<file path="src/rtl/dac_seq_pkg.sv">
// Shared types and constants for the DAC frame sequencer: FSM states,
// channel indices and default code limits.
package dac_seq_pkg;

  typedef enum logic {
    IDLE  = 1'b0,
    ISSUE = 1'b1
  } state_t;

  localparam int FY1 = 0;
  localparam int FW1 = 1;
  localparam int FY2 = 2;
  localparam int FW2 = 3;
  localparam int NCH = 4;

  localparam logic [15:0] DEF_RESET_CODE = 16'h8000;
  localparam logic [15:0] DEF_CODE_MIN   = 16'h0000;
  localparam logic [15:0] DEF_CODE_MAX   = 16'hFFFF;
  localparam logic [15:0] DEF_MAX_STEP   = 16'd256;

endpackage

</file>
<file path="src/rtl/dac_slew_step.sv">
// One channel of combinational code conditioning: entry clamp of a raw code and
// the next issued code. Slew limiting is compiled in with DAC_SLEW_LIMIT_EN.
module dac_slew_step
  import dac_seq_pkg::*;
#(
  parameter logic [15:0] CODE_MIN = DEF_CODE_MIN,
  parameter logic [15:0] CODE_MAX = DEF_CODE_MAX,
  parameter logic [15:0] MAX_STEP = DEF_MAX_STEP
) (
  input  logic [15:0] i_raw,
  input  logic [15:0] i_target,
  input  logic [15:0] i_last,
  output logic [15:0] o_clamped,
  output logic [15:0] o_next
);

  function automatic logic [15:0] clamp_code(input logic [15:0] c);
    if (c < CODE_MIN) return CODE_MIN;
    if (c > CODE_MAX) return CODE_MAX;
    return c;
  endfunction

  assign o_clamped = clamp_code(i_raw);

`ifdef DAC_SLEW_LIMIT_EN
  // 17-bit signed so a full-scale difference never wraps.
  function automatic logic [15:0] slew_step(input logic [15:0] tgt, input logic [15:0] last);
    logic signed [16:0] lim;
    logic signed [16:0] diff;
    logic signed [16:0] step;
    logic signed [16:0] sum;
    lim  = $signed({1'b0, MAX_STEP});
    diff = $signed({1'b0, tgt}) - $signed({1'b0, last});
    if (diff > lim)       step = lim;
    else if (diff < -lim) step = -lim;
    else                  step = diff;
    sum = $signed({1'b0, last}) + step;
    return sum[15:0];
  endfunction

  assign o_next = slew_step(i_target, i_last);
`else
  logic w_unused_slew;
  assign w_unused_slew = ^{MAX_STEP, i_last};
  assign o_next        = i_target;
`endif

endmodule

</file>
<file path="src/rtl/dac_frame_sequencer.sv">
// Frame shadow buffer, update-tick generator and IDLE/ISSUE handshake FSM feeding
// a four-channel DAC driver group. Optional slew limiting: DAC_SLEW_LIMIT_EN.
module dac_frame_sequencer
  import dac_seq_pkg::*;
#(
  parameter int          UPDATE_DIV = 1000,
  parameter logic [15:0] CODE_MIN   = DEF_CODE_MIN,
  parameter logic [15:0] CODE_MAX   = DEF_CODE_MAX,
  parameter logic [15:0] RESET_CODE = DEF_RESET_CODE,
  parameter logic [15:0] MAX_STEP   = DEF_MAX_STEP
) (
  input  logic        sysclk,
  input  logic        rst,
  input  logic [15:0] frame_fy1,
  input  logic [15:0] frame_fw1,
  input  logic [15:0] frame_fy2,
  input  logic [15:0] frame_fw2,
  input  logic        frame_valid,
  output logic        frame_ready,
  output logic [15:0] dac_data_fy1,
  output logic [15:0] dac_data_fw1,
  output logic [15:0] dac_data_fy2,
  output logic [15:0] dac_data_fw2,
  output logic        dac_valid,
  input  logic        dac_ready,
  output logic        busy,
  output logic [7:0]  late_cnt
);

  localparam int               CNT_W    = $clog2(UPDATE_DIV);
  localparam logic [CNT_W-1:0] CNT_LAST = CNT_W'(UPDATE_DIV - 1);

  state_t           r_state;
  state_t           w_state_nxt;
  logic [CNT_W-1:0] r_cnt;
  logic             r_shadow_full;
  logic [7:0]       r_late;
  logic [15:0]      r_shadow [NCH];
  logic [15:0]      r_target [NCH];
  logic [15:0]      r_last   [NCH];
  logic [15:0]      r_dac    [NCH];

  logic             w_tick;
  logic             w_accept;
  logic             w_work_pending;
  logic             w_issue;
  logic             w_done;
  logic [15:0]      w_frame   [NCH];
  logic [15:0]      w_clamped [NCH];
  logic [15:0]      w_tgt_nxt [NCH];
  logic [15:0]      w_next    [NCH];

  assign w_frame[FY1] = frame_fy1;
  assign w_frame[FW1] = frame_fw1;
  assign w_frame[FY2] = frame_fy2;
  assign w_frame[FW2] = frame_fw2;

  assign w_tick   = (r_cnt == CNT_LAST);
  assign w_accept = frame_valid & ~r_shadow_full;

  // The issued code is computed from the target as it will be after the move.
  for (genvar g = 0; g < NCH; g++) begin : g_ch
    assign w_tgt_nxt[g] = r_shadow_full ? r_shadow[g] : r_target[g];

    dac_slew_step #(
      .CODE_MIN (CODE_MIN),
      .CODE_MAX (CODE_MAX),
      .MAX_STEP (MAX_STEP)
    ) u_step (
      .i_raw     (w_frame[g]),
      .i_target  (w_tgt_nxt[g]),
      .i_last    (r_last[g]),
      .o_clamped (w_clamped[g]),
      .o_next    (w_next[g])
    );
  end

`ifdef DAC_SLEW_LIMIT_EN
  logic [NCH-1:0] w_ramping;
  for (genvar g = 0; g < NCH; g++) begin : g_ramp
    assign w_ramping[g] = (r_target[g] != r_last[g]);
  end
  assign w_work_pending = r_shadow_full | (|w_ramping);
`else
  assign w_work_pending = r_shadow_full;
`endif

  always_comb begin
    w_state_nxt = r_state;
    w_issue     = 1'b0;
    w_done      = 1'b0;
    case (r_state)
      IDLE: begin
        if (w_tick && w_work_pending) begin
          w_state_nxt = ISSUE;
          w_issue     = 1'b1;
        end
      end
      ISSUE: begin
        if (dac_ready) begin
          w_state_nxt = IDLE;
          w_done      = 1'b1;
        end
      end
      default: w_state_nxt = IDLE;
    endcase
  end

  // A same-edge accept wins over the issue clear: the new frame waits one tick.
  always_ff @(posedge sysclk or negedge rst) begin
    if (!rst) begin
      r_state       <= IDLE;
      r_cnt         <= '0;
      r_shadow_full <= 1'b0;
      r_late        <= '0;
    end else begin
      r_state <= w_state_nxt;
      r_cnt   <= w_tick ? '0 : r_cnt + 1'b1;
      if (w_issue)  r_shadow_full <= 1'b0;
      if (w_accept) r_shadow_full <= 1'b1;
      if (w_tick && (r_state == ISSUE) && (r_late != 8'hFF)) r_late <= r_late + 8'd1;
    end
  end

  always_ff @(posedge sysclk or negedge rst) begin
    if (!rst) begin
      for (int i = 0; i < NCH; i++) begin
        r_target[i] <= RESET_CODE;
        r_last[i]   <= RESET_CODE;
        r_dac[i]    <= RESET_CODE;
      end
    end else begin
      for (int i = 0; i < NCH; i++) begin
        if (w_issue) begin
          r_target[i] <= w_tgt_nxt[i];
          r_dac[i]    <= w_next[i];
        end
        if (w_done) r_last[i] <= r_dac[i];
      end
    end
  end

  // Shadow contents are only meaningful while r_shadow_full is set.
  always_ff @(posedge sysclk) begin
    if (w_accept) begin
      for (int i = 0; i < NCH; i++) r_shadow[i] <= w_clamped[i];
    end
  end

  assign frame_ready  = ~r_shadow_full;
  assign dac_valid    = (r_state == ISSUE);
  assign busy         = (r_state == ISSUE);
  assign late_cnt     = r_late;
  assign dac_data_fy1 = r_dac[FY1];
  assign dac_data_fw1 = r_dac[FW1];
  assign dac_data_fy2 = r_dac[FY2];
  assign dac_data_fw2 = r_dac[FW2];

endmodule

</file>
<file path="config.mk">
export PLATFORM = sky130hd
export DESIGN_NAME = dac_frame_sequencer
export DESIGN_NICKNAME = d
export VERILOG_FILES = /design/src/rtl/dac_seq_pkg.sv /design/src/rtl/dac_slew_step.sv /design/src/rtl/dac_frame_sequencer.sv
export SDC_FILE = /design/constraint.sdc
export NUM_CORES = 1
export LEC_CHECK = 0
export BUFFER_PORTS_ARGS = -buffer_cell sky130_fd_sc_hd__buf_2
export CAP_MARGIN = 20
export CORE_MARGIN = 4
export CORE_UTILIZATION = 25
export CTS_BUF_LIST = sky130_fd_sc_hd__clkbuf_4 sky130_fd_sc_hd__clkbuf_8 sky130_fd_sc_hd__clkbuf_16
export CTS_CLUSTER_DIAMETER = 30
export DETAILED_ROUTE_END_ITERATION = 6
export GPL_TIMING_DRIVEN = 0
export PLACE_DENSITY = 0.41
export SLEW_MARGIN = 20
export SYNTH_ARGS = -nofsm -noshare
export SYNTH_HDL_FRONTEND = slang
export SYNTH_SLANG_ARGS = --single-unit
</file>
<file path="constraint.sdc">
create_clock -name sysclk -period 3.5 [get_ports sysclk]
set_input_delay 0 -clock sysclk [delete_from_list [all_inputs] [get_ports sysclk]]
set_output_delay 0 -clock sysclk [all_outputs]
set_load 0.02 [all_outputs]
</file>
# After elaboration in Yosys (flattened, before gate mapping)
# Memories as Yosys holds them, arrays and structs flattened. A register that Yosys moved wholly into a read port is not among the register bits.
# Index checks and enable logic that the tools add are counted.
[op_classes] add_sub_neg=2 order_cmp=8 n_eq_ne=2 n_mux=37 bitwise=3 n_reduce_logical=9
[ops] cell="16-bit 2-to-1 mux" count=16
[ops] cell="16-bit greater-than comparator (second input constant)" count=4
[ops] cell="16-bit by 1-bit < comparator with 1-bit output (second input constant)" count=4
[ops] cell="1-bit 2-to-1 mux" count=19
[ops] cell="10-bit by 1-bit adder with 10-bit output (second input constant)" count=1
[ops] cell="10-bit == test (second input constant)" count=1
[ops] cell="10-bit 2-to-1 mux" count=1
[ops] cell="8-bit by 1-bit adder with 8-bit output (second input constant)" count=1
[ops] cell="8-bit != test (second input constant)" count=1
[ops] cell="1-bit zero test" count=4
[ops] cell="1-bit logical AND" count=3
[ops] cell="1-bit inverter" count=2
[ops] cell="1-bit case mux with 2 select lines" count=1
[ops] cell="2-bit AND reduction" count=1
[ops] cell="2-bit nonzero test" count=1
[ops] cell="1-bit AND" count=1
[word_totals] reg_bits=20 ramBits=64 inputBits=68 word_cells=66 mem_count=1
[mem_list] memory="r_shadow" words=4 word_bits=16 read_ports=4 rd_clocked_by_memory_dff=4 wr=4 line="dac_frame_sequencer.sv:38" source="logic [15:0] r_shadow [NCH];"

# Depth between registers and ports, before layout
[depth] word_depth=6 ltp_mapped=7 mapped_depth_nobuf=5

# By module
# Synthesis repeated with hierarchy kept, for this count alone.
[hier_totals] cells_unflattened=757 area_unflattened_um2=12137.9
[modules_own_cells] mod="dac_frame_sequencer" instances=1 cells_each=629 area_each_um2=11177.0
[modules_own_cells] mod="dac_slew_step" instances=4 cells_each=32 area_each_um2=240.2

# Least setup slack after synthesis
# OpenSTA, ideal clock, no wires.
[synth_timing] path_kind="register to register" from="register r_shadow_full" to="memory r_shadow[0][0] (enable)" setup_time_ns=0.494 arrival_ns=3.261 required_time_ns=3.006 path_slack_ns=-0.254 path_stages_with_launch=2 period_less_slack_ns=3.754 cell_sequence="dfrtp_1 nor2b_1"
[synth_rtl] element="start: declaration" line="dac_frame_sequencer.sv:36" source="logic r_shadow_full;"
[synth_rtl] element="start signal: assignment" line="dac_frame_sequencer.sv:114" source="r_shadow_full <= 1'b0;"
[synth_rtl] element="start signal: assignment" line="dac_frame_sequencer.sv:119" source="if (w_issue) r_shadow_full <= 1'b0;"
[synth_rtl] element="start signal: assignment" line="dac_frame_sequencer.sv:120" source="if (w_accept) r_shadow_full <= 1'b1;"
[synth_rtl] element="end: declaration" line="dac_frame_sequencer.sv:38"

# Worst setup path after layout
[layout_timing] from="register r_cnt[0]" to="register r_dac, in the netlist dac_data_fy2[9]"
[layout_via] elab_chain_cells=5
[layout_lines] element="start: declaration" line="dac_frame_sequencer.sv:35" source="logic [CNT_W-1:0] r_cnt;"
[layout_lines] element="start signal: assignment" line="dac_frame_sequencer.sv:118" source="r_cnt <= w_tick ? '0 : r_cnt + 1'b1;"
[layout_lines] element="10-bit == test" line="dac_frame_sequencer.sv:58" source="assign w_tick = (r_cnt == CNT_LAST);"
[layout_lines] element="1-bit logical AND" line="dac_frame_sequencer.sv:94" source="if (w_tick && w_work_pending) begin"
[layout_lines] element="1-bit 2-to-1 mux" line="dac_frame_sequencer.sv:94"
[layout_lines] element="1-bit 2-to-1 mux" line="dac_frame_sequencer.sv:92" source="case (r_state)"
[layout_lines] element="2-bit AND reduction (no source line)"
[layout_lines] element="end signal: indexed assignment" line="dac_frame_sequencer.sv:136" source="r_dac[i] <= w_next[i];"
[layout_lines] element="end: declaration" line="dac_frame_sequencer.sv:41" source="logic [15:0] r_dac [NCH];"
# No other way between the ends.
# A chain may end at the register's enable or synchronous reset.

==> flow_summary.toml <==
[worst_setup_path]
cp_data_required_time_ps = 3790
crit_chain = "ha_1 -> nand2_1 -> nor4_4 -> nand3_2 -> buf_6 -> buf_6 -> mux2_1"
cpMaxStageDelayCell = "nor4_4"
timing.critical_path.buf_inv = 2
worstSetupEndpointType = "flip-flop"
arrival_ps = 2460
reg2reg_slack_ps = 1330
cp_common_cell = "buf_6"
start_kind = "flip-flop"
worstPathMaxFanout = 10
cpPeakStageDelay_ps = 450
path_class = "reg2reg"
cp_top_family = "simple AND/OR/NAND/NOR gates"

[grt]
grt_pass1_vias = 3549
grtUsageMet1_pct = 12.5
busiest_layer = "met2"
grt_overflow = 0
antenna_found_initial = 0
grt_usage_pct = 10.3
grt_max_degree = 46
grtUsageMet2_pct = 16.8
use_met3_pct = 3.17
grt_pass1_wl_um = 19100

[die]
start_util_pct = 25.6
num_io_pins = 143
dieArea_um2 = 24100
chipHeight_um = 155
die_x_um = 155
core_area_um2 = 21200
num_rows = 53

[layout]
drive_gt1_share_pct = 47.6
layout.nets = 595
register_area_um2 = 4030
finalInstanceArea_um2 = 7810
area_delta_synth_final_pct = 44.0
mostFrequentLayoutCells = "buf_2, dfrtp_1, dlygate4sd3_1, edfxtp_1, mux2_4"
fillers = 2012
antenna_cells = 0
multiInputGateArea_um2 = 1300
utilization_pct = 36.9
final_common_cell = "buf_2"

[sta]
rsz0062_at_grt = "false"
hold_viol = 0
period_minus_slack_ps = 2170
timing.hold.ws_ps = 79.5
fin_crit_sh_pct = 61.9
setup_viol = 0
slew_headroom_pct = 68.5
skew_ps = 8.04
finalSetupTns_ps = 0
tightest_slew_ps = 472
fmax_ghz = 0.462
final_max_slew_viol_count = 0

[power]
cellLeakagePower_uw = 0.00370
power.internal_uw = 2830
max-vdd-ir-drop_mv = 0.274
finalPower_uw = 3640
power_density_nw_per_um2 = 466
combinationalPowerShare_pct = 3.3
seq_power_share_pct = 49.8
switchingPower_uw = 810
netSwitchingFraction_pct = 22.3
clock_power_share_pct = 46.8

[drt]
final_antenna_net_count = 0
drt-pass1-iter-count = 4
drc_errors = 0
num_vias = 3238
viasPerCell = 3.98
drt_iter0_markers = 116
wire_per_inst_um = 14.6
drt_wl_total_um = 11900

[synth]
synth_edf_count = 64
synthAdderAreaFrac_pct = 0.461
synth_top_family_by_area = "multiplexers"
yosysSeqAreaShare_pct = 74.3
synth.avg_cell_area_um2 = 18.5
synth.net_count = 363
yosysWarnings = 0
synth_area_um2 = 5420
synthXorXnorAreaFrac_pct = 2.10
synth-simple-area-share_pct = 4.50
postSynthCellCount = 293
ys.flop_type = "dfrtp_1"
async_reset_ff_share_pct = 56.8
synth_compound_area_share_pct = 0.623
muxShareOfSynthArea_pct = 16.1
netlist-cell-type-count = 34
ys_ff_latch = 148

[clock_network]
cts_tree = "yes"
cts-resized-gates = 0
path_clk_slew_ps = 70
cts_post_setup_buffers_inserted = 0
root_buffer = "clkbuf_16"
numCtsBuffers = 17
cts_sinks = 148
ctsHtreeMaxLevel = 4
cts_hold_buffers = 67
clockBufferDepth = 2
clk-insertion-delay-late_ps = 410

[place]
placed_area_um2 = 6590
place.gp.congestion = 0.709
port_buffers = 142
dp_hpwl_um = 8100

[worst_hold_path]
hold_path_class = "in2async"

[run_status]
status = "completed"

[job]
max_cap_violations = 0
==> layout make-up <==
cell class                 count  area share (%)
timing repair buffer         213            19.0
buffer                        12            1.14
clock buffer                  18            5.54
sequential                   148            51.6
multi-input combinational    129            16.6
tap                          275            4.40
inverter                       4           0.192
clock inverter                14            1.55
==> final timing paths <==
path / start / depth (start not counted) / end
setup / recovery: r_cnt[0] / 7 / dac_data_fy2[9]
max in group asynchronous: rst / 3 / dac_data_fy1[15]
setup reg to reg: r_cnt[0] / 7 / dac_data_fy2[9]
hold / removal: rst / 2 / dac_data_fw2[9]
hold reg to reg: r_cnt[0] / 1 / r_cnt[0]
min in group sysclk: frame_fw2[4] / 2 / r_shadow[3][4]
==> Yosys cell counts (4+ instances only) <==
master     n  area [µm²]
mux2_4    35         526
dfstp_2    4         105
mux2_2    27         304
buf_6      5        56.3
edfxtp_1  64        1920
nand2_1    5        18.8
nor2_1     9        33.8
inv_1      4        15.0
nand4_1   10        62.6
nand3_1    4        20.0
xnor2_1   10        87.6
dfrtp_1   80        2000
==> registers in the layout (all words and copies together) (netlist names) <==
register       flops
late_cnt           8
dac_data_fw1      16
busy               1
r_cnt             10
r_shadow_full      1
r_shadow          64
dac_data_fy1      16
dac_data_fw2      16
dac_data_fy2      16
==> metal layers <==
layer,routed length [µm],up-vias,part of all wire (%)
met5,0,-,0
met4,244,0,2.0
met3,601,12,5.0
met2,5860,87,49
met1,5200,1619,44
li1,-,1520,-
==> through the flow <==
stage	setup WS [ps]	std cells
finish	1330	813
global route	1140	813
CTS	1240	813
detailed placement	1250	714
global placement	-207	710
floorplan	982	293
==> kinds of logic after synthesis <==
family | Yosys count
DFF | 148
buffers and inverters | 16
xor gates and xnor gates | 13
AOI/OAI and AO/OA | 5
muxes | 66
and+or+nand+nor | 43
adders and majority gates | 2
==> power by group through the flow <==
| stage | sequential, µW | combinational [µW] | clock, µW |
|---|---|---|---|
| 2_1_floorplan | 1850 | 0.217 | 0 |
| 3_3_place_gp | 1850 | 57.9 | 0 |
| 3_5_place_dp | 1850 | 63.8 | 0 |
| 4_1_cts | 1810 | 125 | 1770 |
| 5_1_grt | 1810 | 136 | 1850 |
| 6_report | 1810 | 120 | 1700 |
(Power assumes the default switching activity.)
